--- src/rtl/imem_pkg.sv ---
// Shared constants and types for the instruction-store load controller.
// Benches import the ISA opcode constants from here as well.
package imem_pkg;

    localparam int DEPTH = 16;
    localparam int IW    = 8;
    localparam int AW    = $clog2(DEPTH);

    localparam logic [IW-1:0] NOP = 8'h00;

    // Top two instruction bits select the operation.
    localparam logic [1:0] OP_ADD   = 2'b00;
    localparam logic [1:0] OP_LI    = 2'b10;
    localparam logic [1:0] OP_BNER0 = 2'b11;

    typedef enum logic [2:0] {
        IDLE,
        LOAD,
        FILL,
        DONE,
        RUN
    } imem_ctrl_state_e;

    function automatic logic is_last_slot(input logic [AW:0] ptr);
        return ptr == (AW+1)'(DEPTH - 1);
    endfunction

endpackage

--- src/rtl/imem_ram.sv ---
// DEPTH x IW instruction store: one synchronous write port, one asynchronous read port.
// The array is deliberately not reset; validity is tracked by the controller.
module imem_ram #(
    parameter int DEPTH = 16,
    parameter int IW    = 8,
    parameter int AW    = $clog2(DEPTH)
) (
    input  logic          clk,
    input  logic          we,
    input  logic [AW-1:0] waddr,
    input  logic [IW-1:0] wdata,
    input  logic [AW-1:0] raddr,
    output logic [IW-1:0] rdata
);

    logic [IW-1:0] mem [DEPTH];

    always_ff @(posedge clk) begin
        if (we) mem[waddr] <= wdata;
    end

    assign rdata = mem[raddr];

endmodule

--- src/rtl/imem_load_ctrl.sv ---
// Sequences program load, zero-fill and CPU fetch access to the instruction store.
// cpu_instr is the only combinational output; all handshake/hold outputs are registered.
module imem_load_ctrl
    import imem_pkg::*;
(
    input  logic          clk,
    input  logic          rst_n,
    input  logic          load_start,
    input  logic          ld_valid,
    input  logic [IW-1:0] ld_data,
    input  logic          ld_last,
    output logic          ld_ready,
    output logic          ld_done,
    input  logic          run_req,
    input  logic          halt_req,
    output logic          cpu_hold,
    input  logic [AW-1:0] cpu_pc,
    output logic [IW-1:0] cpu_instr,
    output logic [AW:0]   prog_len
);

    imem_ctrl_state_e state;
    logic [AW:0]      wr_ptr;
    logic [AW:0]      wr_ptr_inc;
    logic             hs;
    logic             we;
    logic [IW-1:0]    wdata;
    logic [IW-1:0]    rdata;

    assign wr_ptr_inc = wr_ptr + 1'b1;
    // ld_ready is high exactly while in LOAD, so it qualifies the handshake.
    assign hs         = ld_ready && ld_valid;

    always_comb begin
        we    = 1'b0;
        wdata = ld_data;
        unique case (state)
            LOAD: we = hs;
            FILL: begin
                we    = 1'b1;
                wdata = NOP;
            end
            default: we = 1'b0;
        endcase
    end

    imem_ram #(
        .DEPTH (DEPTH),
        .IW    (IW),
        .AW    (AW)
    ) u_ram (
        .clk   (clk),
        .we    (we),
        .waddr (wr_ptr[AW-1:0]),
        .wdata (wdata),
        .raddr (cpu_pc),
        .rdata (rdata)
    );

    assign cpu_instr = (state == RUN) ? rdata : NOP;

    // Outputs are assigned alongside the transition into the state they belong to.
    always_ff @(posedge clk or negedge rst_n) begin
        if (!rst_n) begin
            state    <= IDLE;
            wr_ptr   <= '0;
            prog_len <= '0;
            cpu_hold <= 1'b1;
            ld_ready <= 1'b0;
            ld_done  <= 1'b0;
        end else begin
            unique case (state)
                IDLE: begin
                    if (load_start) begin
                        state    <= LOAD;
                        wr_ptr   <= '0;
                        ld_ready <= 1'b1;
                    end else if (run_req && prog_len != '0) begin
                        state    <= RUN;
                        cpu_hold <= 1'b0;
                    end
                end
                LOAD: begin
                    if (hs) begin
                        wr_ptr <= wr_ptr_inc;
                        if (ld_last || is_last_slot(wr_ptr)) begin
                            prog_len <= wr_ptr_inc;
                            ld_ready <= 1'b0;
                            if (is_last_slot(wr_ptr)) begin
                                state   <= DONE;
                                ld_done <= 1'b1;
                            end else begin
                                state <= FILL;
                            end
                        end
                    end
                end
                FILL: begin
                    wr_ptr <= wr_ptr_inc;
                    if (is_last_slot(wr_ptr)) begin
                        state   <= DONE;
                        ld_done <= 1'b1;
                    end
                end
                DONE: begin
                    state   <= IDLE;
                    ld_done <= 1'b0;
                end
                RUN: begin
                    if (halt_req) begin
                        state    <= IDLE;
                        cpu_hold <= 1'b1;
                    end
                end
                default: begin
                    state    <= IDLE;
                    cpu_hold <= 1'b1;
                    ld_ready <= 1'b0;
                    ld_done  <= 1'b0;
                end
            endcase
        end
    end

endmodule
--- config.mk ---
export PLATFORM = sky130hd
export DESIGN_NAME = imem_load_ctrl
export DESIGN_NICKNAME = d
export VERILOG_FILES = /design/src/rtl/imem_pkg.sv /design/src/rtl/imem_ram.sv /design/src/rtl/imem_load_ctrl.sv
export SDC_FILE = /design/constraint.sdc
export NUM_CORES = 1
export LEC_CHECK = 0
export ABC_AREA = 1
export CAP_MARGIN = 20
export CORE_ASPECT_RATIO = 1.4
export CORE_UTILIZATION = 50
export CTS_CLUSTER_DIAMETER = 30
export DETAILED_ROUTE_END_ITERATION = 16
export PLACE_DENSITY = 0.76
export SETUP_SLACK_MARGIN = 0.5
export SYNTH_ARGS = -nofsm -noshare
export SYNTH_HDL_FRONTEND = slang
export SYNTH_HIERARCHICAL = 1
export SYNTH_SLANG_ARGS = --single-unit
--- constraint.sdc ---
create_clock -name clk -period 4.7 [get_ports clk]
set_input_delay 0.47 -clock clk [delete_from_list [all_inputs] [get_ports clk]]
set_output_delay 0.47 -clock clk [all_outputs]
set_load 0.01 [all_outputs]
* Word-level counts from Yosys, hierarchy flattened
Memories as Yosys holds them, arrays and structs flattened.
Index checks and enable logic that the tools add are counted.
** Storage, ports and cells
- Register bits after elaboration :: 16
- Memory bits (writable) :: 128
- Word-level logic and storage cells :: 67
- Memories kept :: 1
** Operators by class
- $add $sub $neg :: 1
- Equal/unequal tests :: 13
- Muxes and demuxes :: 28
- Bitwise gates (word level) :: 3
- Reduce and logical (&&, ||, !) cells :: 15
** Memories
- u_ram.mem :: depth 16, bits a word 8, rd ports 1, clocked after Yosys merged registers in 0, write ports 1, line imem_ram.sv:16 : logic [IW-1:0] mem [DEPTH];
** Operator list (count)
- $mux 3 :: 6
- $mux 8 :: 2
- $pmux 5 s3 :: 1
- $ne 2x2->1 const B :: 7
- $mux 1 :: 12
- $pmux 3 s4 :: 1
- $mux 5 :: 2
- $pmux 1 s3 :: 3
- $reduce_and 3->1 :: 3
- $reduce_and 4->1 :: 2
- $eq 3x2->1 const B :: 2
- $reduce_or 3->1 :: 2
- $add 5x1->5 const B :: 1
- $eq 5x4->1 const B :: 1
- $reduce_and 5->1 :: 1
- $reduce_bool 5->1 :: 1
- $eq 3x1->1 const B :: 1
- $eq 3x3->1 const B :: 1
- $logic_not 3->1 :: 1
- $ne 3x3->1 const B :: 1
- $not 1->1 :: 3
- $reduce_bool 3->1 :: 1
- $logic_and 1x1->1 :: 2
- $pmux 1 s2 :: 1
- other kinds (2) :: 2

* Depth between registers and ports, before layout
- Depth after elaboration :: 5
- Mapped depth :: 11
- Mapped depth without buffers :: 11

* Cells and area by module
The synthesis kept the hierarchy.
** By module, submodules not included
- imem_ram :: instances 1, cells an instance 543, area an instance 5606.6 um^2
- imem_load_ctrl :: instances 1, cells an instance 139, area an instance 975.9 um^2

* Worst setup path before layout
No wires, ideal clock.
- Path type :: register to register
- Start :: register state[2]
- End :: memory u_ram.mem[12][0] (enable)
- Library setup time :: 370 ps
- Data arrival time :: 1457 ps
- Required time :: 4330 ps
- Setup slack :: 2873 ps
- Stages on the path, launching flop included :: 6
- Period minus slack after synthesis :: 1827 ps
- Cell sequence :: dfrtp_1 -> inv_2 -> nand3_4 -> o21ai_2 -> nand3_1 -> nor2_1
** On the way
- Longest elaborated chain between the ends :: 4
- Elaborated cells on any way between the ends :: 5
- Classes of those cells :: eq/ne (2); mux (3)
** Ends and longest elaborated chain
- start, declared :: line imem_load_ctrl.sv:22 : imem_ctrl_state_e state;
- start signal, assigned :: line imem_load_ctrl.sv:65 : state <= IDLE;
- start signal, assigned :: line imem_load_ctrl.sv:75 : state <= LOAD;
- start signal, assigned :: line imem_load_ctrl.sv:79 : state <= RUN;
- $eq 3x2->1 / $eq 3x1->1 (equally long branches) :: line imem_load_ctrl.sv:37 : unique case (state)
- $pmux 1 s2 * :: line imem_load_ctrl.sv:37
- net we :: line imem_load_ctrl.sv:26 : logic we;
- $mux 1 * :: line imem_ram.sv:19 : if (we) mem[waddr] <= wdata;
- $mux 1 (not written as such) * :: line imem_ram.sv:19
- end, declared :: line imem_ram.sv:16
The timed path passes the listed nets; every way through them passes the cells marked *.

* Final worst setup path
- Start :: input port cpu_pc[1]
- End :: output port cpu_instr[0]
** On the way
- Longest elaborated chain between the ends :: 2
** Ends and longest elaborated chain
- start, declared :: line imem_load_ctrl.sv:17 : input logic [AW-1:0] cpu_pc,
- $mem_v2 16x8
- net rdata[0] :: line imem_load_ctrl.sv:28 : logic [IW-1:0] rdata;
- $mux 8 :: line imem_load_ctrl.sv:60 : assign cpu_instr = (state == RUN) ? rdata : NOP;
- end, declared :: line imem_load_ctrl.sv:18 : output logic [IW-1:0] cpu_instr,
The timed path passes the listed nets, and every way through them passes these cells.

==> run_results.csv <==
group,metric,value,unit
floorplan,num_io_pins,35,
cts,cts_resized,0,
worst_setup_path,critPathKind,"in -> out",
grt,grt_max_degree,65,
sta,drv_slew,0,
detailed_routing,dr_wl_met3,972,microns
grt,grt_overflow_total,0,
floorplan,chipWidth,98.97,microns
placement,portBuffers,34,
detailed_routing,avgViaCountPerCell,5.391,
grt,grt_use_total,23.82,%
pwr,cellLeakagePower,3.392,nW
sta,tightestPinTransition,1.066,ns
cts,post-cts-setup-buffers,0,
floorplan,core,0.01281,sq mm
yosys,ys_seq_area_share,64.49,%
detailed_routing,drc,0,
detailed_routing,met1_length,5.558,mm
pwr,p_per_area,483.3,mW/mm^2
detailed_routing,first_iter_violations,584,
placement,gp_congestion,0.8400,
sta,hold_ws,0.4945,ns
run,maxCapViolCount,0,
sta,maxSlewHeadroom,28.64,%
grt,grt_pass1_wl,23.95,mm
yosys,yosys_warnings,6,
finish,drive_gt1_share,7.015,%
floorplan,die-height,137.8,microns
cts,clockRootBuffer,"clkbuf_16",
worst_setup_path,worstPathMaxFanout,33,
pwr,peakVddDrop,0.0003114,V
sta,skew,0.008553,ns
sta,hold_violations,0,
detailed_routing,wirelength,15.05,mm
worst_setup_path,cp.arrival,2.80,ns
detailed_routing,antenna_left,0,
finish,layout.nets,735,
floorplan,start_util,51.37,%
sta,fin_setup_tns,0,ns
cts,cts.clk_slew.worst_paths,0.06,ns
finish,syn_to_final_growth,15.02,%
detailed_routing,dr.pass1.iters,6,
yosys,syn_nets,703,
sta,period_share,69.61,%
cts,cts_max_level,4,
placement,hpwl,9.693,mm
worst_setup_path,critPathCaptureType,"output port",
cts,cts_sinks,144,
worst_setup_path,crit_path_start_kind,"primary input",
sta,setup_viol,0,
finish,fin_util,59.09,%
detailed_routing,wl_per_cell,17.10,microns
finish,antenna-diode-count,0,
finish,final.fill_count,1019,
yosys,netlist.area_leader.share,58.39,%
sta,max_clock_freq,0.3056,GHz
status,outcome,"complete, no violations",
detailed_routing,met2WireLength,7.885,mm
grt,grt_pass1_vias,4844,
cts,cts_hold_buf,0,
floorplan,dieArea,0.01363,sq mm
yosys,synth-seq-cells,144,
cts,cts_buffers,17,
worst_setup_path,reg2regPathDepth,5,
yosys,avgSynthCellArea,9.652,sq um
finish,final_cell_mix,"nand2_1 (217), edfxtp_1 (128), inv_1 (125), nand3_1 (106), nor2_1 (34)",
yosys,syn-cell-area,0.006583,sq mm
yosys,synth_cell_types,26,
pwr,p_total,0.003659,W
sta,rsz0062_at_grt,"no",
yosys,synthTopCellsByArea,"edfxtp_1 (58%), nand2_1 (12%), nand3_1 (8.1%)",
cts,clkLatencyLatePin,0.42,ns
cts,cts_buffer_depth,2,
floorplan,row_count,49,
worst_setup_path,worstPathRequired,4.23,ns
worst_hold_path,hold_class,"in -> async",
grt,antenna_found_initial,0,
detailed_routing,highest_layer,"met4",
yosys,synth_top_area_cell,"edfxtp_1",
sta,fin_crit,3.272,ns
finish,mostFrequentLayoutCell,"nand2_1",
yosys,synthCells,682,
cts,cts_tree,"done",
detailed_routing,vias,4744,
final cells by class:
type / instances / area (sq um) / area share, %
Sequential cell: 144 / 4245 / 56.07
Multi-Input combinational cell: 382 / 1668 / 22.03
Inverter: 131 / 491.7 / 6.495
Clock buffer: 19 / 432.9 / 5.718
Timing Repair Buffer: 38 / 377.9 / 4.991
Tap cell: 153 / 191.4 / 2.529
Clock inverter: 13 / 163.9 / 2.165
critical path, stage by stage:
cell,delay (ns)
clkdlybuf4s50_1,0.40
buf_4,0.25
inv_2,0.48
nand3_1,0.17
nand3_1,0.15
nand3_1,0.08
nand2_1,0.08
inv_1,0.04
nor2_1,0.10
clkdlybuf4s50_1,0.55
logic make-up (layout without fill, tap and decap cells):
| logic type | after synthesis | in the layout | synth area share (%) |
|---|---|---|---|
| xor gates and xnor gates | 2 | 2 | 0.2662 |
| and+or+nand+nor | 369 | 369 | 23.95 |
| AOI/OAI and AO/OA | 9 | 9 | 0.7412 |
| buffers and inverters | 156 | 201 | 10.17 |
| adders and majority gates | 2 | 2 | 0.3801 |
| DFF | 144 | 144 | 64.49 |
metal layers:
metal  global-route usage [%]  vias up
met4                    15.59        0
li1                         -     2231
met5                        0        -
met3                    4.566       58
met1                    25.44     2218
met2                    42.97      237
sequential cells by signal, summed over array words and instances (netlist names):
| signal | flops |
|---|---|
| wr_ptr | 5 |
| prog_len | 5 |
| ld_done | 1 |
| cpu_hold | 1 |
| u_ram/mem | 128 |
| ld_ready | 1 |
| state | 3 |
through the flow:
step           setup WS (ns)  instance area [sq um]  cells
5_1_grt                1.267                   7571    880
4_1_cts                1.462                   7551    879
3_5_place_dp           1.475                   6954    847
6_report               1.428                   7571    880
3_3_place_gp           1.481                   6954    847
2_1_floorplan          2.873                   6583    682
cells in the mapped netlist:
library cell / instances
nand3_2: 1
nor2_1: 34
nand3b_2: 1
buf_2: 13
nand2_4: 1
nand2_1: 217
buf_4: 4
edfxtp_1: 128
nand4_1: 1
inv_2: 6
inv_1: 125
xor2_1: 2
a21oi_1: 3
nand3b_1: 3
buf_6: 7
nand2_2: 2
nand3_4: 1
o21ai_0: 4
o21ai_1: 1
nand3_1: 106
nor2_2: 2
o21ai_2: 1
ha_1: 2
dfrtp_1: 15
buf_1: 1
dfstp_2: 1
power breakdown:
group          internal (W)  total, W  switching (W)
clock network      0.000835   0.00134       0.000504
registers           0.00160   0.00166      0.0000689
logic              0.000185  0.000655       0.000470
final timing paths:
path,endpoint,slack (ns),start
worst max-delay path,cpu_instr[0],1.43,cpu_pc[1]
worst min-delay path,state[1],0.49,rst_n
worst max register to register,u_ram/mem[12][3],2.14,state[2]
worst min register to register,wr_ptr[4],0.51,wr_ptr[4]
max in group asynchronous,wr_ptr[0],3.73,rst_n
min in group clk,wr_ptr[4],0.51,wr_ptr[4]
(Power assumes the default switching activity.)
